==> config.mk <==
export PLATFORM = sky130hd
export DESIGN_NAME = axis_packet_arbiter
export DESIGN_NICKNAME = d
export VERILOG_FILES = /design/src/rtl/axis_packet_arbiter.sv
export SDC_FILE = /design/constraint.sdc
export NUM_CORES = 1
export LEC_CHECK = 0
export ABC_AREA = 0
export BUFFER_PORTS_ARGS = -buffer_cell sky130_fd_sc_hd__buf_2
export CAP_MARGIN = 20
export CORE_AREA = 2 2 257 259
export DETAILED_ROUTE_END_ITERATION = 10
export DIE_AREA = 0 0 259 261
export GPL_TIMING_DRIVEN = 0
export PLACE_DENSITY_LB_ADDON = 0.05
export SETUP_SLACK_MARGIN = 0.1
export SYNTH_ARGS = -nofsm -noshare
export SYNTH_HDL_FRONTEND = slang
export SYNTH_SLANG_ARGS = --single-unit
==> constraint.sdc <==
create_clock -name clk -period 2 [get_ports clk]
set_input_delay 0.3 -clock clk [delete_from_list [all_inputs] [get_ports clk]]
set_output_delay 0.3 -clock clk [all_outputs]
set_load 0.02 [all_outputs]
==> src/rtl/axis_packet_arbiter.sv <==
// -----------------------------------------------------------------------------
// axis_packet_arbiter
//
// Shares one AXI-Stream datapath (the AES-256-CTR core's s_axis input) between
// NUM_SRC plaintext producers. Grants are round-robin and packet-atomic: once a
// source is granted it owns the output until its tlast beat has been accepted.
// Every beat is tagged with the owning source index (m_axis_tid). The first beat
// of each packet is flagged on m_axis_tuser so the core can reload key, IV and
// counter per packet.
//
// Handshake semantics (all ports): a beat transfers on a rising clk edge where
// tvalid && tready are both high. A source holds tdata/tlast stable while its
// tvalid is high and tready is low. Between beats a source may drop tvalid.
// The arbiter never gates m_axis_tvalid on m_axis_tready. The only
// ready-to-ready path is m_axis_tready -> s_axis_tready[grant].
//
// Ports
//   clk, rst        clock; synchronous active-high reset
//   s_axis_tdata    NUM_SRC*DATA_WIDTH, source i at [i*DATA_WIDTH +: DATA_WIDTH]
//   s_axis_tvalid   per-source valid
//   s_axis_tlast    per-source last beat of packet
//   s_axis_tready   per-source ready, at most one bit set (the granted source)
//   m_axis_tdata    muxed data to the core
//   m_axis_tvalid   muxed valid
//   m_axis_tlast    muxed last
//   m_axis_tid      index of the owning source, stable for the whole packet
//   m_axis_tuser    1 on the first beat of each packet
//   m_axis_tready   core ready
//   busy            registered FSM state: 1 while a packet is granted
// -----------------------------------------------------------------------------
module axis_packet_arbiter #(
  parameter int DATA_WIDTH = 128,
  parameter int NUM_SRC    = 4
) (
  input  logic                          clk,
  input  logic                          rst,
  input  logic [NUM_SRC*DATA_WIDTH-1:0] s_axis_tdata,
  input  logic [NUM_SRC-1:0]            s_axis_tvalid,
  input  logic [NUM_SRC-1:0]            s_axis_tlast,
  output logic [NUM_SRC-1:0]            s_axis_tready,
  output logic [DATA_WIDTH-1:0]         m_axis_tdata,
  output logic                          m_axis_tvalid,
  output logic                          m_axis_tlast,
  output logic [$clog2(NUM_SRC)-1:0]    m_axis_tid,
  output logic                          m_axis_tuser,
  input  logic                          m_axis_tready,
  output logic                          busy
);

  localparam int ID_W = $clog2(NUM_SRC);

  typedef enum logic {
    IDLE = 1'b0,
    BUSY = 1'b1
  } state_t;

  state_t          state;
  logic [ID_W-1:0] grant;
  logic [ID_W-1:0] last_grant;
  logic            first;

  logic            pick_valid;
  logic [ID_W-1:0] pick_idx;
  int              cand;
  logic [ID_W-1:0] cand_idx;

  logic            beat;

  // ---------------------------------------------------------------------------
  // Round-robin pick: scan last_grant+1, last_grant+2, ... (mod NUM_SRC).
  // The loop walks from the farthest candidate to the nearest so the nearest
  // valid source is the last assignment and therefore wins.
  // last_grant + k never exceeds 2*NUM_SRC-1, so one subtraction wraps it.
  // ---------------------------------------------------------------------------
  always_comb begin
    pick_valid = 1'b0;
    pick_idx   = '0;
    cand       = 0;
    cand_idx   = '0;
    for (int k = NUM_SRC; k >= 1; k--) begin
      cand = int'(last_grant) + k;
      if (cand >= NUM_SRC) begin
        cand = cand - NUM_SRC;
      end
      cand_idx = ID_W'(cand);
      if (s_axis_tvalid[cand_idx]) begin
        pick_valid = 1'b1;
        pick_idx   = cand_idx;
      end
    end
  end

  // ---------------------------------------------------------------------------
  // Combinational pass-through from the granted source. Nothing from a
  // non-granted source can reach the output because every lane is gated by the
  // grant compare, and all outputs are forced idle outside BUSY.
  // ---------------------------------------------------------------------------
  always_comb begin
    m_axis_tdata  = '0;
    m_axis_tvalid = 1'b0;
    m_axis_tlast  = 1'b0;
    m_axis_tid    = '0;
    m_axis_tuser  = 1'b0;
    s_axis_tready = '0;
    if (state == BUSY) begin
      for (int i = 0; i < NUM_SRC; i++) begin
        if (grant == ID_W'(i)) begin
          m_axis_tdata     = s_axis_tdata[i*DATA_WIDTH +: DATA_WIDTH];
          m_axis_tvalid    = s_axis_tvalid[i];
          m_axis_tlast     = s_axis_tlast[i];
          s_axis_tready[i] = m_axis_tready;
        end
      end
      m_axis_tid   = grant;
      m_axis_tuser = first;
    end
  end

  assign beat = m_axis_tvalid && m_axis_tready;

  // ---------------------------------------------------------------------------
  // Arbitration FSM. The IDLE cycle in which the request is seen is the one
  // bubble per packet. The first beat can move in the following cycle.
  // last_grant resets to NUM_SRC-1 so the scan starts at source 0.
  // ---------------------------------------------------------------------------
  always_ff @(posedge clk) begin
    if (rst) begin
      state      <= IDLE;
      grant      <= '0;
      last_grant <= ID_W'(NUM_SRC - 1);
      first      <= 1'b0;
      busy       <= 1'b0;
    end else begin
      case (state)
        IDLE: begin
          if (pick_valid) begin
            state      <= BUSY;
            grant      <= pick_idx;
            last_grant <= pick_idx;
            first      <= 1'b1;
            busy       <= 1'b1;
          end
        end
        BUSY: begin
          if (beat) begin
            first <= 1'b0;
            if (m_axis_tlast) begin
              state <= IDLE;
              busy  <= 1'b0;
            end
          end
        end
        default: begin
          state <= IDLE;
          busy  <= 1'b0;
        end
      endcase
    end
  end

  // Only the granted source may ever see ready.
  a_ready_onehot: assert property (@(posedge clk) disable iff (rst)
    $onehot0(s_axis_tready));

endmodule

==> impl_metrics.tcl <==
set metrics [dict create \
    worst_pin_slew_ns 0.502 \
    p_int_uw 2330 \
    drt-total-wl_um 38600 \
    root_buffer "clkbuf_16" \
    cts_tree "done" \
    clock-sinks 7 \
    rsz0062_at_grt "yes" \
    post_dp_cell_area_sq_um 8760 \
    avgSynthCellArea_sq_um 12.4 \
    grt_pass1_wl_um 51400 \
    dr.pass1.iters 4 \
    use_met1_pct 10.4 \
    cap_viol_max_count 0 \
    grt.busiest_layer "met2" \
    clkSlewWorstSetupHoldPaths_ns 0.04 \
    vias 6338 \
    setup_slack_ns -0.218 \
    switching_share_pct 39.0 \
    max_slew_margin_pct 66.5 \
    endpoint_kind "output pin" \
    synthArstFlopShare_pct 0 \
    cts.path.max_buffers 2 \
    drt_iter0_markers 167 \
    layout_common_cells "buf_2, mux4_2, buf_6" \
    grt_overflow_total 0 \
    dpl.hpwl_um 33800 \
    total_power_uw 3830 \
    h-tree-depth 1 \
    pre_cts_ws_ns -0.632 \
    met2_usage_pct 22.1 \
    critPathLaunchType "register" \
    finalCriticalPeriod_ns 2.22 \
    die_area_sq_um 67600 \
    comb_power_share_pct 86.4 \
    period_share_pct 111 \
    synthDistinctLibCells 30 \
    synthCells 352 \
    place.gp.congestion 0.754 \
    p_switching_uw 1490 \
    row_count 94 \
    wl_per_cell_um 20.3 \
    ys_seq_area_share_pct 3.21 \
    cellPowerDensity_nw_per_um2 374 \
    status "finished, violations left" \
    cts_buffers 3 \
    die_w_um 259 \
    critPathRequiredTime_ns 1.70 \
    cp.arrival_ns 1.92 \
    drtAntennaViolNets 0 \
    final_common_cell "buf_2" \
    nFillCells 7508 \
    design_area_sq_um 10200 \
    ys_dominant_reg_cell "dfxtp_1" \
    maxSlewViolCount 0 \
    layout.nets 1561 \
    ys_ff_latch 7 \
    fin_worst_skew_ns 0.00197 \
    fp.dieH_um 261 \
    crit_path_max_fanout 6 \
    areaGrowthSynthToFinish_pct 135 \
    grt_usage_pct 10.6 \
    path_class "register to output pin" \
    synth_edf_count 0 \
    initial_utilization_pct 6.71 \
    yosysWarnings 0 \
    hp-class "input port to register" \
    insertion_delay_ns 0.23 \
    port_buffers 660 \
    io-pin-count 661 \
    antenna_found_initial 18 \
    route.detailed.drc 0 \
    leakagePower_uw 0.00469 \
    clkPwrFrac_pct 9.1 \
    grtUsageMet3_pct 2.90 \
    fmax_ghz 0.451 \
    violations "setup timing" \
    finalHoldViolations 0 \
    peakVddDrop_mv 0.155 \
    grt_pass1_vias 7047 \
    cts_hold_buf 0 \
    syn_nets 875 \
    sequentialPowerShare_pct 4.5 \
    viasPerCell 3.32 \
    final-setup-viol-count 130 \
    syn_area_sq_um 4360 \
    core_sq_um 65000 \
    layout-drive-gt1-share_pct 91.0 \
    grt_max_degree 11 \
]
## power groups by stage
stage	clock network, uW	registers [uW]	logic [uW]
after CTS	353	171	3220
final	350	171	3310
after detailed placement	0	169	2690
after global placement	0	169	2700
after global routing	364	173	3560
after floorplan	0	168	1510
## synth_stat cells, types with 2 or more instances
master / instances / area share (%)
buf_6: 7 / 1.8
buf_2: 15 / 1.7
a221oi_1: 2 / 0.40
o22ai_1: 2 / 0.29
inv_1: 4 / 0.34
nor2_1: 8 / 0.69
nand3b_1: 2 / 0.34
dfxtp_1: 7 / 3.2
and2_1: 132 / 19
buf_1: 2 / 0.17
nand2b_1: 2 / 0.29
mux2i_1: 3 / 0.69
mux4_2: 129 / 67
clkbuf_1: 20 / 1.7
nand2_1: 2 / 0.17
## what timing repair did
item,4_1_cts,5_1_grt
gates cloned,6,4
pin swaps,2,1
gates resized for setup,247,108
setup buffers,9,4
setup endpoints to repair,139,131
## worst paths after layout
path	from	endpoint	slack, ns	cells after the start
max	grant[0]	m_axis_tdata[82]	-0.22	6
min	rst	busy	0.33	2
max reg2reg	grant[0]	busy	0.21	6
min reg2reg	first	first	0.45	2
## routing by layer
layer,wire (um),vias to the layer above
li1,-,2821
met5,69,-
met2,22100,390
met1,12700,3084
met4,484,10
met3,3310,33
## cell families after synthesis
group / count (synthesis) / share of synthesized area (%)
and+or+nand+nor: 152 / 21.2
muxes: 132 / 67.3
buffers and inverters: 49 / 5.93
AOI/OAI and AO/OA: 12 / 2.35
DFF: 7 / 3.21
## cell type report
type                       instances  area, sq um  share of cell area [%]
antenna                            6         15.0                   0.147
buffer                            45          533                    5.21
clock buffer                       4         78.8                   0.770
inverter                           4         15.0                   0.147
multi-input combinational        296         4190                    40.9
sequential                         7          145                    1.42
tap                              864         1080                    10.6
timing repair buffer             681         4180                    40.8
## worst max-delay path: stages (launching register included)
cell     delay (ns)
dfxtp_4        0.36
buf_12         0.14
buf_16         0.16
buf_12         0.14
mux4_2         0.55
and2_4         0.19
buf_6          0.12
## flip-flops by register name (all words and copies together) (netlist names)
| name | flops |
|---|---|
| busy | 1 |
| first | 1 |
| grant | 2 |
| last_grant | 2 |
| state | 1 |
## stage by stage
stage | utilization [%] | std cells | hold WS (ns) | TNS (ns)
after floorplan | - | 352 | 0.366 | 0
after global placement | 13.5 | 1876 | 0.452 | -68.94
after detailed placement | 13.5 | 1877 | 0.450 | -57.55
after CTS | 15.2 | 1896 | 0.337 | -25.64
after global routing | 15.7 | 1902 | 0.347 | -25.82
final | 15.7 | 1907 | 0.334 | -17.53
Note: power is estimated with default switching activity, not from simulation.
